**config.mk**
```make
export PLATFORM = sky130hd
export DESIGN_NAME = slice_fetch
export DESIGN_NICKNAME = d
export VERILOG_FILES = /design/src/rtl/npu_pkg.sv /design/src/rtl/slice_fetch_sync_fifo.sv /design/src/rtl/slice_fetch.sv
export SDC_FILE = /design/constraint.sdc
export NUM_CORES = 1
export LEC_CHECK = 0
export CAP_MARGIN = 30
export CORE_UTILIZATION = 60
export DETAILED_ROUTE_END_ITERATION = 8
export GPL_TIMING_DRIVEN = 1
export MAX_ROUTING_LAYER = met4
export PLACE_DENSITY = 0.81
export SYNTH_ARGS = -nofsm -noshare
export SYNTH_HDL_FRONTEND = slang
export SYNTH_SLANG_ARGS = --single-unit
```
**constraint.sdc**
```tcl
create_clock -name clk -period 11 [get_ports clk]
set_input_delay 2.2 -clock clk [delete_from_list [all_inputs] [get_ports clk]]
set_output_delay 2.2 -clock clk [all_outputs]
set_load 0.01 [all_outputs]
```
**src/rtl/npu_pkg.sv**
```systemverilog
// Shared NPU definitions: fetch FSM states, default slice geometry,
// kernel codes and slice buffer constants.
package npu_pkg;

  typedef enum logic [1:0] {
    IDLE  = 2'd0,
    FETCH = 2'd1,
    DEL   = 2'd2,
    DONE  = 2'd3
  } fetch_state_t;

  localparam int NPU_DATA_WIDTH   = 16;
  localparam int NPU_COLUMN_WIDTH = 9;
  localparam int NPU_IMAGE_COUNT  = 10;
  localparam int NPU_TILE_COUNT   = 4;

  localparam logic [2:0] KERNEL_3 = 3'd3;
  localparam logic [2:0] KERNEL_6 = 3'd6;

  // Slice buffer geometry: one kernel-6 slice is the largest thing it holds.
  localparam int SLICE_BUF_ROWS       = NPU_IMAGE_COUNT * NPU_TILE_COUNT;
  localparam int SLICE_BUF_ADDR_WIDTH = $clog2(SLICE_BUF_ROWS);
  localparam int SLICE_FIFO_DEPTH     = 4;

  function automatic logic kernel_legal(input logic [2:0] k);
    return (k == KERNEL_3) || (k == KERNEL_6);
  endfunction

endpackage

```
**src/rtl/slice_fetch_sync_fifo.sv**
```systemverilog
// Small synchronous FIFO with fall-through read port; DEPTH must be a
// power of two so the pointers wrap naturally.
module sync_fifo #(
  parameter int WIDTH = 8,
  parameter int DEPTH = 4,
  localparam int AW   = $clog2(DEPTH),
  localparam int CW   = $clog2(DEPTH + 1)
) (
  input  logic             clk,
  input  logic             reset,
  input  logic             push,
  input  logic [WIDTH-1:0] push_data,
  input  logic             pop,
  output logic [WIDTH-1:0] pop_data,
  output logic [CW-1:0]    count,
  output logic             full,
  output logic             empty
);

  logic [WIDTH-1:0] mem [DEPTH];
  logic [AW-1:0]    wr_ptr;
  logic [AW-1:0]    rd_ptr;
  logic             do_push;
  logic             do_pop;

  assign full     = (count == CW'(DEPTH));
  assign empty    = (count == '0);
  assign do_push  = push && !full;
  assign do_pop   = pop && !empty;
  assign pop_data = mem[rd_ptr];

  // Storage array; contents need no reset because empty gates the output.
  always_ff @(posedge clk) begin
    if (do_push) mem[wr_ptr] <= push_data;
  end

  // Pointers and occupancy; simultaneous push and pop leave count unchanged.
  always_ff @(posedge clk) begin
    if (reset) begin
      wr_ptr <= '0;
      rd_ptr <= '0;
      count  <= '0;
    end else begin
      if (do_push) wr_ptr <= wr_ptr + AW'(1);
      if (do_pop)  rd_ptr <= rd_ptr + AW'(1);
      case ({do_push, do_pop})
        2'b10:   count <= count + CW'(1);
        2'b01:   count <= count - CW'(1);
        default: count <= count;
      endcase
    end
  end

endmodule

```
**src/rtl/slice_fetch.sv**
```systemverilog
// Slice fetcher: requests rows from the slice buffer, tags them with
// row/tile indices, queues them for the PE array, then retires the slice.
module slice_fetch
  import npu_pkg::*;
#(
  parameter int DATA_WIDTH   = NPU_DATA_WIDTH,
  parameter int COLUMN_WIDTH = NPU_COLUMN_WIDTH,
  parameter int IMAGE_COUNT  = NPU_IMAGE_COUNT,
  parameter int TILE_COUNT   = NPU_TILE_COUNT
) (
  input  logic                               clk,
  input  logic                               reset,
  input  logic                               sudo_reset,
  input  logic                               start,
  input  logic [2:0]                         kernel,
  output logic                               image_read,
  input  logic [COLUMN_WIDTH*DATA_WIDTH-1:0] image_data,
  input  logic                               image_valid,
  output logic                               im_valid_del,
  output logic [COLUMN_WIDTH*DATA_WIDTH-1:0] pe_data,
  output logic                               pe_valid,
  input  logic                               pe_ready,
  output logic [3:0]                         pe_row,
  output logic [2:0]                         pe_tile,
  output logic                               busy,
  output logic                               fetch_done,
  output logic                               err
);

  localparam int MAX_TOTAL = IMAGE_COUNT * TILE_COUNT;
  localparam int CNT_W     = $clog2(MAX_TOTAL + 1);
  localparam int PIX_W     = COLUMN_WIDTH * DATA_WIDTH;
  localparam int ENTRY_W   = PIX_W + 7;
  localparam int FIFO_CW   = $clog2(SLICE_FIFO_DEPTH + 1);

  fetch_state_t     state;
  fetch_state_t     state_next;
  logic             any_reset;
  logic [CNT_W-1:0] total;
  logic [CNT_W-1:0] rx_count;
  logic [CNT_W:0]   rx_plus_pending;
  logic [3:0]       row_idx;
  logic [2:0]       tile_idx;
  logic             read_q;
  logic             start_ok;
  logic             accept_window;
  logic             push;
  logic             pop;
  logic             err_set;
  logic [ENTRY_W-1:0] fifo_in;
  logic [ENTRY_W-1:0] fifo_out;
  logic [FIFO_CW-1:0] fifo_count;
  logic               fifo_full;
  logic               fifo_empty;

  assign any_reset     = reset || sudo_reset;
  assign start_ok      = (state == IDLE) && start && kernel_legal(kernel);
  assign accept_window = (state == FETCH) && (rx_count < total);
  assign push          = image_valid && accept_window && !fifo_full;
  assign pop           = pe_valid && pe_ready;
  assign err_set       = ((state == IDLE) && start && !kernel_legal(kernel))
                      || (image_valid && !accept_window)
                      || (image_valid && accept_window && fifo_full);

  // A request still in flight from last cycle counts toward the total so we
  // never ask for more rows than the slice holds.
  assign rx_plus_pending = {1'b0, rx_count} + (CNT_W + 1)'(read_q);
  assign image_read      = (state == FETCH)
                        && (fifo_count <= FIFO_CW'(1))
                        && (rx_plus_pending < {1'b0, total});

  assign fifo_in  = {image_data, row_idx, tile_idx};
  assign pe_valid = !fifo_empty;
  assign pe_data  = pe_valid ? fifo_out[ENTRY_W-1:7] : '0;
  assign pe_row   = pe_valid ? fifo_out[6:3] : '0;
  assign pe_tile  = pe_valid ? fifo_out[2:0] : '0;
  assign busy     = (state != IDLE);

  sync_fifo #(
    .WIDTH (ENTRY_W),
    .DEPTH (SLICE_FIFO_DEPTH)
  ) u_fifo (
    .clk       (clk),
    .reset     (any_reset),
    .push      (push),
    .push_data (fifo_in),
    .pop       (pop),
    .pop_data  (fifo_out),
    .count     (fifo_count),
    .full      (fifo_full),
    .empty     (fifo_empty)
  );

  // FSM state register; either reset abandons any partial slice.
  always_ff @(posedge clk) begin
    if (any_reset) state <= IDLE;
    else           state <= state_next;
  end

  // Next-state and single-cycle retire/done pulses.
  always_comb begin
    state_next   = state;
    im_valid_del = 1'b0;
    fetch_done   = 1'b0;
    unique case (state)
      IDLE:  if (start_ok) state_next = FETCH;
      FETCH: if ((rx_count == total) && fifo_empty) state_next = DEL;
      DEL: begin
        im_valid_del = 1'b1;
        state_next   = DONE;
      end
      DONE: begin
        fetch_done = 1'b1;
        state_next = IDLE;
      end
    endcase
  end

  // Slice size latch and response counters; only real responses advance them.
  always_ff @(posedge clk) begin
    if (any_reset) begin
      total    <= '0;
      rx_count <= '0;
      row_idx  <= '0;
      tile_idx <= '0;
      read_q   <= 1'b0;
    end else begin
      read_q <= image_read;
      if (start_ok) begin
        total    <= (kernel == KERNEL_6) ? CNT_W'(MAX_TOTAL) : CNT_W'(IMAGE_COUNT);
        rx_count <= '0;
        row_idx  <= '0;
        tile_idx <= '0;
      end else if (push) begin
        rx_count <= rx_count + CNT_W'(1);
        if (row_idx == 4'(IMAGE_COUNT - 1)) begin
          row_idx  <= '0;
          tile_idx <= tile_idx + 3'd1;
        end else begin
          row_idx <= row_idx + 4'd1;
        end
      end
    end
  end

  // Sticky error flag, cleared only by a reset.
  always_ff @(posedge clk) begin
    if (any_reset)    err <= 1'b0;
    else if (err_set) err <= 1'b1;
  end

endmodule

```
# Yosys cells after proc, flatten, opt, wreduce, memory -nomap -nowiden
# Memory sizes are Yosys's and may differ from the RTL's. A register that Yosys moved wholly into a read port is not among the register bits.
# Cells that the tools add are included.
[word_totals]
register_bits = 30
latch_bits = 0
ramBits = 604
mem_bits_ro = 0
inputBits = 153
n_memories = 1
[op_classes]
add_sub_neg = 8
mul = 0
div = 0
magnitude_cmp = 3
eq_ne = 12
shifts = 0
mux = 15
bitwise_logic = 0
n_reduce_logical = 29
[memory_table]
columns = ["memory", "depth", "width", "read_ports", "rd_clocked_by_memory_dff", "write_ports", "line_no", "text"]
rows = [
  ["u_fifo.mem", 4, 151, 1, 1, 1, "slice_fetch_sync_fifo.sv:20", "logic [WIDTH-1:0] mem [DEPTH];"],
]
[ops]
columns = ["operator", "n"]
rows = [
  ["two-way mux 144 bit", 1],
  ["logical AND 1 bit", 14],
  ["two-way mux 2 bit", 4],
  ["two-way mux 4 bit", 2],
  ["case mux 2 bit (4 select lines)", 1],
  ["adder 6 x 1 -> 7 bit", 1],
  ["less-than comparator 7 x 6 -> 1 bit", 1],
  ["adder 3 x 1 -> 3 bit, second input constant", 2],
  ["adder 6 x 1 -> 6 bit, second input constant", 1],
  ["== test 2 bit, second input constant", 3],
  ["== test 3 bit, second input constant", 2],
  ["== test 6 bit", 1],
  ["less-than comparator 6 bit", 1],
  ["two-way mux 6 bit", 1],
  ["case mux 3 bit (2 select lines)", 1],
  ["adder 2 x 1 -> 2 bit, second input constant", 2],
  ["adder 4 x 1 -> 4 bit, second input constant", 1],
  ["== test 2 x 1 -> 1 bit, second input constant", 2],
  ["== test 4 bit, second input constant", 1],
  ["zero test 1 bit", 4],
  ["logical OR 1 bit", 4],
  ["two-way mux 1 bit", 4],
  ["AND reduction 2 bit", 2],
  ["nonzero test 2 bit", 2],
  ["other kinds (9)", 9],
]

# Longest topological paths before layout
# Gate-level depths: netlist of the first run.
[depth]
depth_word = 7
mapped_depth = 12
ltp_nobuf = 10

# Modules after synthesis
# From an unflattened synthesis of the first run, not the netlist that was laid out.
[unflattened]
cells_unflattened = 1165
area_unflattened_um2 = 24564.8
[modules_own_cells]
columns = ["mod", "instances", "cells_per_inst", "area_per_inst_um2"]
rows = [
  ["sync_fifo", 1, 843, 22240.1],
  ["slice_fetch", 1, 322, 2324.7],
]

# Least setup slack after synthesis of the first run
# OpenSTA, ideal clock, no wires.
[synth_path]
kind = "input to register"
startpoint = "input image_valid"
endpoint = "memory u_fifo.mem[0][0] (netlist bit), enable pin"
arrival_time_ns = 6.077
required_time_ns = 10.471
setup_slack_ns = 4.393
stages = 3
path_buffers = 1
cell_sequence = "and4_1 -> clkbuf_1 -> and3_1"
[synth_between]
elab_chain_cells = 5
[synth_rtl]
columns = ["item", "line_no", "text"]
rows = [
  ["start: declaration", "slice_fetch.sv:18", "input logic image_valid,"],
  ["logical AND 1 bit (2 in series)", "slice_fetch.sv:59", "assign push = image_valid && accept_window && !fifo_full;"],
  ["logical AND 1 bit", "slice_fetch_sync_fifo.sv:28", "assign do_push = push && !full;"],
  ["two-way mux 1 bit", "slice_fetch_sync_fifo.sv:34", "if (do_push) mem[wr_ptr] <= push_data;"],
  ["two-way mux 1 bit (not written as such)", "slice_fetch_sync_fifo.sv:34", ""],
  ["end: declaration", "slice_fetch_sync_fifo.sv:20", ""],
]
# Every way passes these cells.

==> flow_summary.toml, run 1 <==
[status]
status = "completed"

[finish]
nets = 1677
synthToLayoutAreaGrowth_pct = 23.25
drive_gt1_frac = 0.1727

[floorplanning]
ios = 310
dieArea_um2 = 41830
initial_core_util = 0.6137
placeableCoreArea_um2 = 40100
die_w_um = 204.5
num_rows = 73
dieHeight_um = 204.5

[grt]
antenna_found_initial = 6
grt_pass1_wl_mm = 75.67
grt_usage = 0.2544
grt_max_degree = 92
grt_pass1_vias = 12740
globalRouteOverflowTotal = 0

[cts]
worstSkewPairLatency_ns = 0.60
clockRootBuffer = "clkbuf_16"
cts_sinks = 633
clk_pin_slew_ns = 0.06
cts.path.max_buffers = 3
cts_setup_buffers = 0
cts_tree = "built"
holdBufCountCts = 0
cts_resized = 0
htree_levels = 2
numCtsBuffers = 60

[placed_design]
place_congestion = 0.7708
io_buffers = 309
dp_hpwl_mm = 29.60

[critical_path]
cp_max_fo = 36
reg2reg_slack_ns = 7.86
arrival_ns = 4.09
start_kind = "register"
required_ns = 8.80
cp-end-kind = "output port"
critPathKind = "reg2out"

[detailed_routing]
ant_nets = 0
routed-wl-met3_mm = 3.609
dr.pass1.iters = 7
dr_total_vias = 12520
drc = 0
drt_iter0_markers = 890
wl_met1_mm = 20.36
viasPerCell = 6.009
top_layer_used = "met4"
wire_per_inst_um = 24.50
wl_met2_mm = 26.18
totalWireLength_mm = 51.06

[logic_synthesis]
synthSimpleGateAreaFrac = 0.05695
ys_seq_area_frac = 0.7606
synthArstFlopShare = 0
synth_seq_cells = 633
ys_types = 45
synthMuxAreaShare = 0.1398
synth_top_family_by_area = "multiplexers"
synth-adder-area-share = 0.01119
synth_xor_area_frac = 0.003203
syn_inst = 1170
synth-main-ff-cell = "edfxtp_1"
ys_top_cells_by_count = "edfxtp_1 (604), and2_1 (153), mux4_2 (151), dfxtp_1 (29), clkbuf_1 (28)"
synth_top_area_cell = "edfxtp_1"
syn_nets = 1345
synth_edf_count = 604
avgSynthCellArea_um2 = 21.03
synthesis.area_um2 = 24610
synth_area_leaders = "edfxtp_1 (74%), mux4_2 (14%), and2_1 (3.9%), dfxtp_1 (2.4%), ha_1 (1.1%)"
synth_compound_area_frac = 0.01236
synth_most_common_cell = "edfxtp_1"
ys_warn_count = 0
synth_top_area_frac = 0.7370

[timing]
setup_viol = 0
finalSetupTns_ns = 0
post-route-min-period_ns = 6.287
clock_skew_ns = 0.01796
slew-limit-headroom = 0.3606
max_freq_mhz = 159.1
final_hold_viol_count = 0
drv_slew = 0
grt_setup_unrepaired = "false"
period_share = 0.5715
worstMarginPinSlew_ns = 0.9591

[pwr]
pwr-share-seq = 0.549
p_total_mw = 4.802
p_clk_frac = 0.430
powerDensity_nw_per_um2 = 158.3
p_sw_frac = 0.1846
ir_drop_uv = 193.3
combPwrFrac = 0.021
p_int_mw = 3.915
netSwitchingPower_mw = 0.8867
p_leak_nw = 9.512

[hold_path]
hp-class = "reg2reg"

[flow_run]
cap_viol_max_count = 0
[path summary, 6_finish.rpt]
check	from	endpoint	cells after the start
worst max-delay path	register	pe_data[115]	5
worst min-delay path	total[1]	total[1]	2
worst max register to register	u_fifo.count[0]	u_fifo.mem[1][115]	6
worst min register to register	total[1]	total[1]	2
[power by group through the flow]
stage	Clock (mW)	Sequential (mW)	Combinational [mW]
after global placement	0	2.69	0.0926
after global routing	2.18	2.63	0.106
after floorplan	0	2.69	0.0144
final	2.07	2.64	0.0994
after detailed placement	0	2.69	0.0977
after CTS	2.09	2.64	0.0992
[logic make-up (layout without fill, tap and decap cells)]
logic type	count (synthesis)	in the layout
flip-flops	633	633
AND/OR/NAND/NOR	230	230
multiplexers	155	155
buffers and inverters	72	454
AO/OA/AOI/OAI	49	49
adder cells (fa/ha/maj)	22	22
XOR/XNOR	9	9
other	0	7
[cells in the final DEF, fill, tap and decap left out, types with 14 or more instances in the layout]
cell	instances
buf_4	14
clkdlybuf4s50_1	309
ha_1	22
mux4_2	151
and2_1	153
a21oi_1	20
nand2_1	14
clkbuf_16	61
dfxtp_1	27
clkinv_1	15
edfxtp_1	604
[registers in the layout, indices dropped and copies added (netlist names), named ones only]
register / flops
u_fifo.rd_ptr: 2
state: 2
read_q: 1
rx_count: 6
u_fifo.count: 3
tile_idx: 3
err: 1
u_fifo.wr_ptr: 2
u_fifo.mem: 604
row_idx: 4
total: 3
[metrics by stage]
stage	hold WS (ns)	worst slack, ns	std cells	instance area (µm²)	utilization
floorplan	0.4628	4.393	1170	24610	-
global placement	0.4867	5.210	1959	28160	0.7022
detailed placement	0.5107	5.203	1963	28270	0.7050
CTS	0.5200	4.553	2075	30260	0.7546
global route	0.5451	4.343	2083	30330	0.7564
finish	0.5157	4.713	2084	30330	0.7564
[area by class of cell]
type / count / area [µm²]
fillers: 2198 / 9767
clock inverters: 36 / 367.9
diodes: 7 / 17.52
well taps: 525 / 656.9
clock buffers: 76 / 1623
inverters: 13 / 48.80
multi-input cells: 465 / 5528
flip-flops and latches: 633 / 18730
repair buffers: 329 / 3363
[per-layer routing]
layer / up-vias / GRT usage
li1: 5399 / -
met1: 6531 / 0.3424
met2: 520 / 0.4053
met3: 73 / 0.04788
met4: 0 / 0.06770
met5: - / -
[critical path, stage by stage (launching register included)]
cell             delay (ns)
dfxtp_4                0.83
buf_4                  0.68
buf_4                  0.64
mux4_2                 0.59
and2_1                 0.19
clkdlybuf4s50_1        0.48
Note: power is estimated with default switching activity, not from simulation.
==> run 2: changes to the inputs <==
Settings changed: CORE_UTILIZATION 60 to 55, PLACE_DENSITY 0.81 to 0.75.
Clock period 11 ns to 6.4 ns, I/O delays scaled along.
==> flow_summary.toml, run 2 (synthesis gave the netlist of run 1 again) <==
[grt]
grt_usage = 0.2228
globalRouteOverflowTotal = 0
grt_pass1_vias = 12250
grt_max_degree = 103
antenna_found_initial = 6
grt_pass1_wl_mm = 72.22

[timing]
period_share = 0.7064
clock_skew_ns = 0.01903
fin_ws_ns = 1.879
finalSetupTns_ns = 0
drv_slew = 0
setup_viol = 0
worstMarginPinSlew_ns = 1.035
post-route-min-period_ns = 4.521
grt_setup_unrepaired = "false"
max_freq_mhz = 221.2
slew-limit-headroom = 0.3100
hold_slack_ns = 0.5084
final_hold_viol_count = 0

[floorplanning]
ios = 310
num_rows = 77
dieArea_um2 = 45590
die_w_um = 213.5
placeableCoreArea_um2 = 44220
dieHeight_um = 213.5
initial_core_util = 0.5565

[hold_path]
hp-class = "reg2reg"
min_to = "total[3]"
holdPathStages = 2
worstHoldStart = "total[3]"

[detailed_routing]
dr.pass1.iters = 4
wire_per_inst_um = 22.70
viasPerCell = 5.646
ant_nets = 0
totalWireLength_mm = 48.78
drc = 0
dr_total_vias = 12130
drt_iter0_markers = 938

[finish]
n_fill_cell = 2774
drive_gt1_frac = 0.1680
top_register = "u_fifo.mem"
nets = 1678
largest_register_ffs = 604
final_cell_mix = "edfxtp_1 (604), clkdlybuf4s50_1 (309), and2_1 (153)"
fin_cells = 2149
final_common_cell = "edfxtp_1"
multi_input_area_um2 = 5528
seqCellArea_um2 = 18730
largestRegisters = "u_fifo.mem (604), rx_count (6), row_idx (4)"
synthToLayoutAreaGrowth_pct = 23.54
final_core_utilization = 0.6875

[critical_path]
critical_path.startpoint = "u_fifo.count[0]"
start_kind = "register"
crit_path_cell_trace = "inv_1 -> ha_1 -> nand2b_4 -> buf_4 -> and2_1 -> clkdlybuf4s50_1"
critPathKind = "reg2out"
required_ns = 5.12
crit_cells = 6
critical-path-max-stage-delay_ns = 0.62
critPathBufInv = 3
critical_path.top_delay_family = "buffers and inverters"
arrival_ns = 3.24
timing.rr.start = "total[5]"
reg2reg_slack_ns = 3.35
cpMaxStageDelayCell = "nand2b_4"
rr_worst_depth = 6
cp-end-kind = "output port"
timing.rr.end = "u_fifo.mem[2][12]"
cp_max_fo = 72

[cts]
clockRootBuffer = "clkbuf_16"
cts_sinks = 633
cts.path.max_buffers = 3
cts_setup_buffers = 0
clk_pin_slew_ns = 0.06
cts_tree = "built"
cts_resized = 0
holdBufCountCts = 0
htree_levels = 3
numCtsBuffers = 66
worstSkewPairLatency_ns = 0.58

[placed_design]
place_congestion = 0.7548
dp_hpwl_mm = 28.39
io_buffers = 309
placed_cells = 2027
preCtsSetupSlack_ns = 2.380

[pwr]
p_leak_nw = 9.478
powerDensity_nw_per_um2 = 272.0
ir_drop_uv = 191.7

[status]
status = "completed"

[flow_run]
cap_viol_max_count = 0
run 2: cell count changes in the layout (fill, tap and decap cells not counted), sizes merged:
cell / before / now
clkbuf: 76 / 87
bufinv: 8 / 2
clkinv: 27 / 20
inv: 13 / 15
diode: 7 / 9
buf: 20 / 15
clkinvlp: 1 / 2
run 2: where the power goes:
| part | leakage, nW | internal (mW) | switching [mW] | total, mW |
|---|---|---|---|---|
| Clock | 0.982 | 2.10 | 1.47 | 3.57 |
| Combinational | 2.85 | 0.0961 | 0.0702 | 0.166 |
| Sequential | 5.65 | 4.53 | 0.00130 | 4.53 |
run 2: metal layers:
layer	part of all wire	global-route usage	wire, µm	up-vias
li1	-	-	-	5406
met1	0.42	0.3076	20500	6211
met2	0.49	0.3353	23800	460
met3	0.075	0.05009	3653	57
met4	0.017	0.06872	827	0
met5	0	-	0	-
run 2: cell type report:
| cell class | instances | share of cell area |
|---|---|---|
| clock inverter | 26 | 0.005803 |
| inverter | 13 | 0.001605 |
| sequential | 633 | 0.6159 |
| multi-input combinational | 465 | 0.1818 |
| timing repair buffer | 324 | 0.1090 |
| tap | 592 | 0.02436 |
| antenna | 9 | 0.0007408 |
| clock buffer | 87 | 0.06075 |
run 2: worst max-delay path by stage:
| stage | to | slack, ns |
|---|---|---|
| 4_1_cts | pe_data[0] | 1.75 |
| 3_3_place_gp | pe_data[127] | 2.41 |
| 5_1_grt | pe_data[6] | 1.62 |
| 2_1_floorplan | u_fifo.mem[0][0] | 0.71 |
| 3_5_place_dp | pe_data[6] | 2.38 |
| 6_report | pe_data[6] | 1.88 |
run 2: stage by stage:
stage                     power, mW  area, µm²
after floorplan               4.647      24610
after global placement        4.776      28330
after detailed placement      4.784      28360
after CTS                     8.353      30380
after global routing          8.520      30390
final                         8.270      30400
run 2: worst reg2reg max path, stage by stage, from the launching register on:
cell and delay (ns):
dfxtp_1 0.34, inv_1 0.09, ha_1 0.35, nand2_1 0.18
and4_1 0.37, and3_4 0.79, buf_12 0.47
==> run 3: changes to the inputs <==
Clock period 6.4 ns to 4.6 ns, I/O delays scaled along.
==> flow_summary.toml, run 3 (synthesis gave the netlist of run 1 again) <==
[status]
status = "completed"

[timing]
post-route-min-period_ns = 3.936
fin_ws_ns = 0.6643
final_hold_viol_count = 0
setup_viol = 0
drv_slew = 0
worstMarginPinSlew_ns = 0.9039
clock_skew_ns = 0.01833
period_share = 0.8556
slew-limit-headroom = 0.3954
grt_setup_unrepaired = "false"
max_freq_mhz = 254.1
finalSetupTns_ns = 0

[pwr]
p_sw_frac = 0.1868
p_total_mw = 11.32
netSwitchingPower_mw = 2.114
p_int_mw = 9.203
ir_drop_uv = 300.5
p_clk_frac = 0.423
powerDensity_nw_per_um2 = 370.8
pwr-share-seq = 0.557
combPwrFrac = 0.020
p_leak_nw = 9.533

[cts]
clockRootBuffer = "clkbuf_16"
cts_resized = 0
clk_pin_slew_ns = 0.06
worstSkewPairLatency_ns = 0.60
numCtsBuffers = 61
htree_levels = 2
holdBufCountCts = 0
cts_setup_buffers = 0
cts_tree = "built"
cts_sinks = 633
cts.path.max_buffers = 3

[floorplanning]
die_w_um = 213.5
num_rows = 77
dieHeight_um = 213.5
placeableCoreArea_um2 = 44220
dieArea_um2 = 45590
initial_core_util = 0.5565
ios = 310

[finish]
fin_area_um2 = 30530
largestRegisters = "u_fifo.mem (604), rx_count (6), row_idx (4)"
final_common_cell = "edfxtp_1"
final_core_utilization = 0.6903
synthToLayoutAreaGrowth_pct = 24.04
top_register = "u_fifo.mem"
drive_gt1_frac = 0.1746
final_cell_mix = "edfxtp_1 (604), clkdlybuf4s50_1 (309), and2_1 (153)"
largest_register_ffs = 604
nets = 1684

[critical_path]
arrival_ns = 3.02
start_kind = "register"
cp_max_fo = 73
cp-end-kind = "output port"
critPathKind = "reg2out"
required_ns = 3.68

[grt]
grt_pass1_vias = 12340
grt_usage = 0.2196
globalRouteOverflowTotal = 0
antenna_found_initial = 12
grt_max_degree = 90
grt_pass1_wl_mm = 71.59

[placed_design]
dp_hpwl_mm = 29.26
io_buffers = 309
place_congestion = 0.7753
preCtsSetupSlack_ns = 1.229
placed_area_um2 = 28560

[detailed_routing]
drt_iter0_markers = 802
ant_nets = 0
wire_per_inst_um = 22.40
totalWireLength_mm = 48.42
drc = 0
dr_total_vias = 12070
dr.pass1.iters = 5
viasPerCell = 5.583

[flow_run]
cap_viol_max_count = 0

[hold_path]
hp-class = "reg2reg"
## run 3: cell types whose count changed in the layout (fill, tap and decap cells not counted), moves of 3 or more
cell / delta
buf_12: +10
diode_2: +3
clkbuf_16: -8
clkinv_2: +5
## run 3: final cells by class
class | count | area, µm²
clock buffers | 81 | 1674
well taps | 592 | 740.7
multi-input cells | 465 | 5528
flip-flops and latches | 633 | 18730
diodes | 12 | 30.03
fillers | 2751 | 13700
inverters | 13 | 48.80
clock inverters | 31 | 257.7
repair buffers | 335 | 3521
## run 3: layer usage
layer	routed length, µm	GRT usage	vias to the layer above
met4	1074	0.07315	0
met1	19690	0.2839	6230
li1	-	-	5436
met2	24700	0.3492	327
met3	2961	0.04804	77
met5	0	-	-
## run 3: worst paths after layout
path	start	end	slack, ns	cells after the start
setup / recovery	u_fifo.count[0]	pe_data[10]	0.66	7
setup reg to reg	total[5]	u_fifo.mem[3][34]	1.82	6
hold reg to reg	total[1]	total[1]	0.50	2
hold / removal	total[1]	total[1]	0.50	2
## run 3: power groups by stage
stage	Clock, mW	Sequential, mW	Combinational (mW)
2_1_floorplan	0	6.43	0.0344
3_3_place_gp	0	6.43	0.218
3_5_place_dp	0	6.43	0.229
4_1_cts	4.89	6.30	0.231
5_1_grt	5.09	6.30	0.248
6_report	4.78	6.30	0.230
## run 3: worst max-delay path, stage by stage (launching register included)
cell and delay, ns:
dfxtp_1 0.41, inv_1 0.09, ha_1 0.24, nand2b_4 0.27, buf_16 0.30, buf_4 0.31, and2_1 0.17, clkdlybuf4s50_1 0.55
## run 3: per-stage QoR
step,hold slack (ns),std cells
floorplan,0.4628,1170
global placement,0.4959,2037
detailed placement,0.4959,2038
CTS,0.5118,2150
global route,0.5224,2162
finish,0.5039,2162
